`src/rtl/nr_divider_seq.sv`:
```
// rtl/nr_divider_seq.sv - sequential radix-2 non-restoring signed/unsigned integer divider
// Optional macro DIV_EARLY_OUT_EN: trivial ops (x/0, 0/x, MIN/-1) skip the iteration.
module nr_divider_seq #(
  parameter int WIDTH = 32
) (
  input  logic             clk,
  input  logic             rst_n,
  input  logic             flush_i,
  input  logic             start_i,
  output logic             in_ready_o,
  input  logic             signed_i,
  input  logic [WIDTH-1:0] dividend_i,
  input  logic [WIDTH-1:0] divisor_i,
  output logic             out_valid_o,
  input  logic             out_ready_i,
  output logic [WIDTH-1:0] quotient_o,
  output logic [WIDTH-1:0] remainder_o,
  output logic             div_zero_o,
  output logic             busy_o
);

  localparam int CW = (WIDTH > 1) ? $clog2(WIDTH) : 1;
  localparam logic [WIDTH-1:0] MIN_NEG = {1'b1, {(WIDTH-1){1'b0}}};

  typedef enum logic [1:0] {
    S_IDLE,
    S_BUSY,
    S_FIX,
    S_DONE
  } state_e;

  state_e           state_q;
  logic [CW-1:0]    cnt_q;
  logic [WIDTH:0]   r_q;
  logic [WIDTH-1:0] q_q;
  logic [WIDTH-1:0] b_q;
  logic [WIDTH-1:0] a_q;
  logic             sa_q;
  logic             sb_q;
  logic             dz_q;
  logic             ovf_q;
  logic [WIDTH-1:0] quo_q;
  logic [WIDTH-1:0] rem_q;
  logic             dzo_q;
  logic             valid_q;

  logic             a_neg_d;
  logic             b_neg_d;
  logic [WIDTH-1:0] a_mag_d;
  logic [WIDTH-1:0] b_mag_d;
  logic             dz_d;
  logic             ovf_d;
  logic [WIDTH:0]   r_sh_d;
  logic [WIDTH:0]   r_step_d;
  logic [WIDTH-1:0] q_step_d;
  logic [WIDTH:0]   r_fix_d;
  logic [WIDTH-1:0] rem_mag_d;
  logic [WIDTH-1:0] fix_quo_d;
  logic [WIDTH-1:0] fix_rem_d;

  assign in_ready_o  = (state_q == S_IDLE);
  assign busy_o      = (state_q != S_IDLE);
  assign out_valid_o = valid_q;
  assign quotient_o  = quo_q;
  assign remainder_o = rem_q;
  assign div_zero_o  = dzo_q;

  always_comb begin
    a_neg_d = signed_i & dividend_i[WIDTH-1];
    b_neg_d = signed_i & divisor_i[WIDTH-1];
    a_mag_d = a_neg_d ? -dividend_i : dividend_i;
    b_mag_d = b_neg_d ? -divisor_i : divisor_i;
    dz_d    = (divisor_i == '0);
    ovf_d   = signed_i & (dividend_i == MIN_NEG) & (divisor_i == '1);
  end

  // Add/subtract choice uses the pre-shift sign; the W+1-bit result is exact modulo 2^(W+1).
  always_comb begin
    r_sh_d   = {r_q[WIDTH-1:0], q_q[WIDTH-1]};
    r_step_d = r_q[WIDTH] ? (r_sh_d + {1'b0, b_q}) : (r_sh_d - {1'b0, b_q});
    q_step_d = {q_q[WIDTH-2:0], ~r_step_d[WIDTH]};
  end

  always_comb begin
    r_fix_d   = r_q[WIDTH] ? (r_q + {1'b0, b_q}) : r_q;
    rem_mag_d = r_fix_d[WIDTH-1:0];
    fix_quo_d = (sa_q ^ sb_q) ? -q_q : q_q;
    fix_rem_d = sa_q ? -rem_mag_d : rem_mag_d;
    if (dz_q) begin
      fix_quo_d = '1;
      fix_rem_d = a_q;
    end else if (ovf_q) begin
      fix_quo_d = a_q;
      fix_rem_d = '0;
    end
  end

`ifdef DIV_EARLY_OUT_EN
  logic             early_d;
  logic [WIDTH-1:0] early_quo_d;
  logic [WIDTH-1:0] early_rem_d;

  always_comb begin
    early_d     = dz_d | ovf_d | (dividend_i == '0);
    early_quo_d = '0;
    early_rem_d = '0;
    if (dz_d) begin
      early_quo_d = '1;
      early_rem_d = dividend_i;
    end else if (ovf_d) begin
      early_quo_d = dividend_i;
    end
  end
`endif

  always_ff @(posedge clk or negedge rst_n) begin
    if (!rst_n) begin
      state_q <= S_IDLE;
      cnt_q   <= '0;
      r_q     <= '0;
      q_q     <= '0;
      b_q     <= '0;
      a_q     <= '0;
      sa_q    <= 1'b0;
      sb_q    <= 1'b0;
      dz_q    <= 1'b0;
      ovf_q   <= 1'b0;
      quo_q   <= '0;
      rem_q   <= '0;
      dzo_q   <= 1'b0;
      valid_q <= 1'b0;
    end else if (flush_i) begin
      state_q <= S_IDLE;
      valid_q <= 1'b0;
    end else begin
      case (state_q)
        S_IDLE: begin
          if (start_i) begin
            a_q   <= dividend_i;
            b_q   <= b_mag_d;
            q_q   <= a_mag_d;
            r_q   <= '0;
            sa_q  <= a_neg_d;
            sb_q  <= b_neg_d;
            dz_q  <= dz_d;
            ovf_q <= ovf_d;
            cnt_q <= CW'(WIDTH - 1);
`ifdef DIV_EARLY_OUT_EN
            if (early_d) begin
              quo_q   <= early_quo_d;
              rem_q   <= early_rem_d;
              dzo_q   <= dz_d;
              valid_q <= 1'b1;
              state_q <= S_DONE;
            end else begin
              state_q <= S_BUSY;
            end
`else
            state_q <= S_BUSY;
`endif
          end
        end
        S_BUSY: begin
          r_q <= r_step_d;
          q_q <= q_step_d;
          if (cnt_q == '0) begin
            state_q <= S_FIX;
          end else begin
            cnt_q <= cnt_q - 1'b1;
          end
        end
        S_FIX: begin
          quo_q   <= fix_quo_d;
          rem_q   <= fix_rem_d;
          dzo_q   <= dz_q;
          valid_q <= 1'b1;
          state_q <= S_DONE;
        end
        S_DONE: begin
          if (out_ready_i) begin
            valid_q <= 1'b0;
            state_q <= S_IDLE;
          end
        end
        default: begin
          state_q <= S_IDLE;
          valid_q <= 1'b0;
        end
      endcase
    end
  end

endmodule

```
`config.mk`:
```
export PLATFORM = sky130hd
export DESIGN_NAME = nr_divider_seq
export DESIGN_NICKNAME = d
export VERILOG_FILES = /design/src/rtl/nr_divider_seq.sv
export SDC_FILE = /design/constraint.sdc
export NUM_CORES = 1
export LEC_CHECK = 0
export CAP_MARGIN = 5
export CORE_MARGIN = 5
export CORE_UTILIZATION = 35
export CTS_CLUSTER_DIAMETER = 150
export DETAILED_ROUTE_END_ITERATION = 10
export RECOVER_POWER = 25
export SETUP_SLACK_MARGIN = 0.1
export SYNTH_ARGS = -nofsm -noshare
export SYNTH_HDL_FRONTEND = slang
export SYNTH_SLANG_ARGS = --single-unit
export TNS_END_PERCENT = 50
```
`constraint.sdc`:
```
create_clock -name clk -period 5.9 [get_ports clk]
set_input_delay 1.18 -clock clk [delete_from_list [all_inputs] [get_ports clk]]
set_output_delay 1.18 -clock clk [all_outputs]
set_load 0.01 [all_outputs]
```
==> flow_results.xml <==
<?xml version="1.0" encoding="UTF-8"?>
<metrics>
  <group name="run_status">
    <metric name="run_status" unit="">complete, but fails checks</metric>
    <metric name="violations" unit="">max-capacitance violations, max-slew violations</metric>
  </group>
  <group name="sta">
    <metric name="max-slew-margin-rel" unit="%">-94.3</metric>
    <metric name="slew_at_the_pin_with_the_worst_max_slew_slack" unit="ns">2.92</metric>
    <metric name="rsz0062_at_grt" unit="">no</metric>
    <metric name="fmaxAchievable" unit="MHz">214</metric>
    <metric name="slew_violations" unit="">137</metric>
    <metric name="final.setup_skew" unit="ns">0.0130</metric>
    <metric name="hold_viol_final" unit="">0</metric>
    <metric name="layout_worst_path_cycle_share" unit="%">79.4</metric>
    <metric name="final.min_clock_period" unit="ns">4.68</metric>
    <metric name="setup-tns-final" unit="ns">0</metric>
    <metric name="finalSetupViolCount" unit="">0</metric>
    <metric name="finalHoldWorstSlack" unit="ns">0.495</metric>
  </group>
  <group name="min_path">
    <metric name="worstHoldStart" unit="">remainder_o[9]</metric>
    <metric name="hold_path_class" unit="">flip-flop to flip-flop</metric>
    <metric name="hold_end" unit="">remainder_o[9]</metric>
    <metric name="hold_depth" unit="">2</metric>
  </group>
  <group name="worst_setup_path">
    <metric name="critical_path_required" unit="ns">6.38</metric>
    <metric name="crit_family" unit="">simple AND/OR/NAND/NOR gates</metric>
    <metric name="cp-end-kind" unit="">flip-flop</metric>
    <metric name="regToRegEndpoint" unit="">r_q[31]</metric>
    <metric name="r2r_cells" unit="">20</metric>
    <metric name="worst_setup_path_startpoint" unit="">b_q[1]</metric>
    <metric name="timing.reg2reg.setup_slack" unit="ns">1.22</metric>
    <metric name="critical_path_buf_inv_count" unit="">1</metric>
    <metric name="cp_slowest_cell" unit="">or4b_2</metric>
    <metric name="r2r-start" unit="">b_q[1]</metric>
    <metric name="cell_breakdown_of_the_critical_path" unit="">inv_1, ha_1, nand2_1, nor3_1, and3b_1, and2_1, nor2_1, xnor2_1, ha_1, and3_1, nand3_1, nor2_1, and2_1, a211o_1, a41oi_1, nor4_1, or3_1, a31oi_1, or4b_2, nand3_1</metric>
    <metric name="critPathMaxStageDelay" unit="ns">0.63</metric>
    <metric name="timing.critical_path.depth" unit="">20</metric>
    <metric name="worstSetupStartpointType" unit="">flip-flop</metric>
    <metric name="cp.arrival" unit="ns">5.16</metric>
    <metric name="worst-setup-path-type" unit="">flip-flop to flip-flop</metric>
    <metric name="critPathMaxFanout" unit="">6</metric>
  </group>
  <group name="clock_network">
    <metric name="clkSinkCount" unit="">206</metric>
    <metric name="tritoncts" unit="">built</metric>
    <metric name="post-cts-setup-buffer-count" unit="">0</metric>
    <metric name="cts_hold_bufs" unit="">0</metric>
    <metric name="worstSkewPairLatency" unit="ns">0.55</metric>
    <metric name="cts_buffers" unit="">25</metric>
    <metric name="cts_resized" unit="">0</metric>
    <metric name="h-tree-depth" unit="">1</metric>
    <metric name="clock_path_buffers" unit="">3</metric>
    <metric name="root_buffer" unit="">clkbuf_16</metric>
    <metric name="cts.reportedPaths.clkPinSlew" unit="ns">0.06</metric>
  </group>
  <group name="logic_synthesis">
    <metric name="synth_most_common_cell" unit="">dfrtp_1</metric>
    <metric name="yosys.cell_types.count" unit="">80</metric>
    <metric name="ys_async_sr_fraction" unit="%">100</metric>
    <metric name="yosys.area.top_type" unit="">dfrtp_1</metric>
    <metric name="synth-edff-count" unit="">0</metric>
    <metric name="ys_dominant_reg_cell" unit="">dfrtp_1</metric>
    <metric name="share_of_the_yosys_chip_area_belonging_to_registers" unit="%">33.2</metric>
    <metric name="postSynthAreaPerCell" unit="sq um">8.39</metric>
    <metric name="synth.net_count" unit="">1999</metric>
    <metric name="synth.cell_area" unit="sq um">15500</metric>
    <metric name="synth_cells" unit="">1852</metric>
    <metric name="netlist.area_leader.share" unit="%">33.2</metric>
    <metric name="top_cells_by_count_synth" unit="">dfrtp_1, nor2_1, a21oi_1, nand2_1, o21ai_0</metric>
    <metric name="cell_types_occupying_the_most_area_after_synthesis" unit="">dfrtp_1, a21oi_1, ha_1</metric>
    <metric name="yosys_warnings" unit="">0</metric>
    <metric name="synth-seq-cells" unit="">206</metric>
  </group>
  <group name="run">
    <metric name="max_cap_violations" unit="">3</metric>
  </group>
  <group name="power_and_ir_drop">
    <metric name="power.share.combinational" unit="%">63.1</metric>
    <metric name="share_clk_of_total_power" unit="%">12.9</metric>
    <metric name="power.switching_fraction" unit="%">48.8</metric>
    <metric name="internal_power" unit="uW">6380</metric>
    <metric name="total_switching_power" unit="uW">6090</metric>
    <metric name="cellPowerDensity" unit="nW/um^2">681</metric>
    <metric name="power.static_leakage" unit="uW">0.00747</metric>
    <metric name="pwr-share-seq" unit="%">24.0</metric>
    <metric name="peakVddDrop" unit="mV">0.261</metric>
  </group>
  <group name="grt">
    <metric name="grt_first_pass_wirelength" unit="microns">80300</metric>
    <metric name="grt_pass1_vias" unit="">14000</metric>
    <metric name="largest_net_degree_at_the_start_of_global_routing" unit="">76</metric>
    <metric name="grt_overflow_total" unit="">0</metric>
    <metric name="global_route_usage_over_all_layers" unit="%">20.8</metric>
    <metric name="antenna_found_initial" unit="">0</metric>
  </group>
  <group name="routing">
    <metric name="dr_total_vias" unit="">14500</metric>
    <metric name="wirelength" unit="microns">52500</metric>
    <metric name="drt_drc_violations_left" unit="">0</metric>
    <metric name="first_iter_violations" unit="">1306</metric>
    <metric name="drtAntennaViolNets" unit="">0</metric>
    <metric name="firstDrtPassIters" unit="">5</metric>
    <metric name="drt-vias-per-instance" unit="">5.68</metric>
    <metric name="avgRoutedWirePerCell" unit="microns">20.6</metric>
  </group>
  <group name="final_layout">
    <metric name="nets" unit="">2090</metric>
    <metric name="stdcell_count" unit="">2549</metric>
    <metric name="final_cell_area" unit="sq um">18300</metric>
    <metric name="area.growth.synth_to_final" unit="%">17.7</metric>
    <metric name="n_antenna_cell" unit="">0</metric>
    <metric name="fraction_of_layout_instances_using_a_drive_strength_above_1" unit="%">6.34</metric>
    <metric name="final.fill_count" unit="">4480</metric>
    <metric name="final_core_utilization" unit="%">41.5</metric>
  </group>
  <group name="floorplan">
    <metric name="die_height" unit="microns">221</metric>
    <metric name="cell_rows" unit="">77</metric>
    <metric name="initial_core_util" unit="%">35.2</metric>
    <metric name="top_level_port_count" unit="">138</metric>
    <metric name="fp.coreArea" unit="sq um">44100</metric>
    <metric name="die_area" unit="sq um">48700</metric>
    <metric name="die_w" unit="microns">221</metric>
  </group>
  <group name="place">
    <metric name="placed_cells_incl_taps" unit="">2508</metric>
    <metric name="gp_routability_congestion" unit="">0.908</metric>
    <metric name="postPlaceCellArea" unit="sq um">17500</metric>
    <metric name="buffer_ports.inserted" unit="">137</metric>
    <metric name="dp.final_hpwl" unit="microns">39500</metric>
  </group>
</metrics>
[tightest hold or removal path: cells and delay by family (launching register included)]
family	cells	cell delay, ns
DFF	1	0.35
and+or+nand+nor	1	0.05
AOI/OAI and AO/OA	1	0.06
[metal layers]
metal | up-vias | part of all wire [%] | wire (microns) | GRT usage, %
met1 | 7013 | 45 | 23500 | 29.3
li1 | 6902 | - | - | -
met2 | 495 | 46 | 23900 | 33.4
met4 | 0 | 3.4 | 1760 | 6.26
met5 | - | 0 | 0 | 0
met3 | 80 | 6.2 | 3270 | 2.72
[power by group through the flow]
stage,registers [uW],clock network (uW),logic (uW)
3_3_place_gp,2990,0,7670
3_5_place_dp,3010,0,7760
4_1_cts,2980,1630,7800
5_1_grt,3080,1690,8680
6_report,2990,1610,7860
2_1_floorplan,2710,0,5610
[layout make-up]
cell class | count | area [sq um] | area share [%]
Multi-Input combinational cell | 1500 | 9850 | 53.8
Sequential cell | 206 | 5160 | 28.2
Timing Repair Buffer | 159 | 1530 | 8.35
Tap cell | 592 | 741 | 4.05
Clock buffer | 31 | 678 | 3.71
Inverter | 51 | 191 | 1.05
Clock inverter | 10 | 158 | 0.861
[metrics by stage]
stage	worst slack (ns)	power (uW)
global placement	1.43	10700
detailed placement	1.30	10800
global route	0.791	13500
CTS	1.29	12400
finish	1.22	12500
floorplan	0.568	8320
[cell usage in the layout, fill, tap and decap left out, drive strengths merged, types with 17 or more instances in the layout]
master,netlist,final
ha,75,75
a21o,26,26
clkbuf,78,35
o21a,17,17
inv,50,52
nand2b,21,21
nor4,20,20
dfrtp,206,206
xnor2,86,86
xor2,107,107
nand3,35,35
o21ai,129,129
or3,18,18
nor3,38,38
o22ai,53,53
mux2i,47,47
a21oi,192,192
nand2,157,157
o31ai,30,30
nand4,22,22
mux2,32,32
clkdlybuf4s50,0,135
buf,17,19
nor2,200,200
[cells by family (layout without fill, tap and decap cells)]
family / Yosys count / count (layout) / synth area share (%)
flops: 206 / 206 / 33.2
simple gates: 583 / 583 / 17.9
fa+ha+maj: 77 / 77 / 6.29
compound gates: 568 / 568 / 22.8
xor+xnor: 193 / 193 / 10.9
mux: 79 / 79 / 5.34
buf+inv: 146 / 251 / 3.61
[registers in the layout, summed over array words and instances, names as in the netlist, 2 cells and up]
name / flops
state_q: 2
b_q: 32
a_q: 32
remainder_o: 32
q_q: 32
r_q: 33
cnt_q: 5
quotient_o: 32
[worst max-delay path by stage]
stage,to
after global routing,r_q[25]
after CTS,r_q[31]
after global placement,r_q[29]
after floorplan,r_q[29]
after detailed placement,r_q[31]
final,r_q[31]
(Power assumes the default switching activity.)
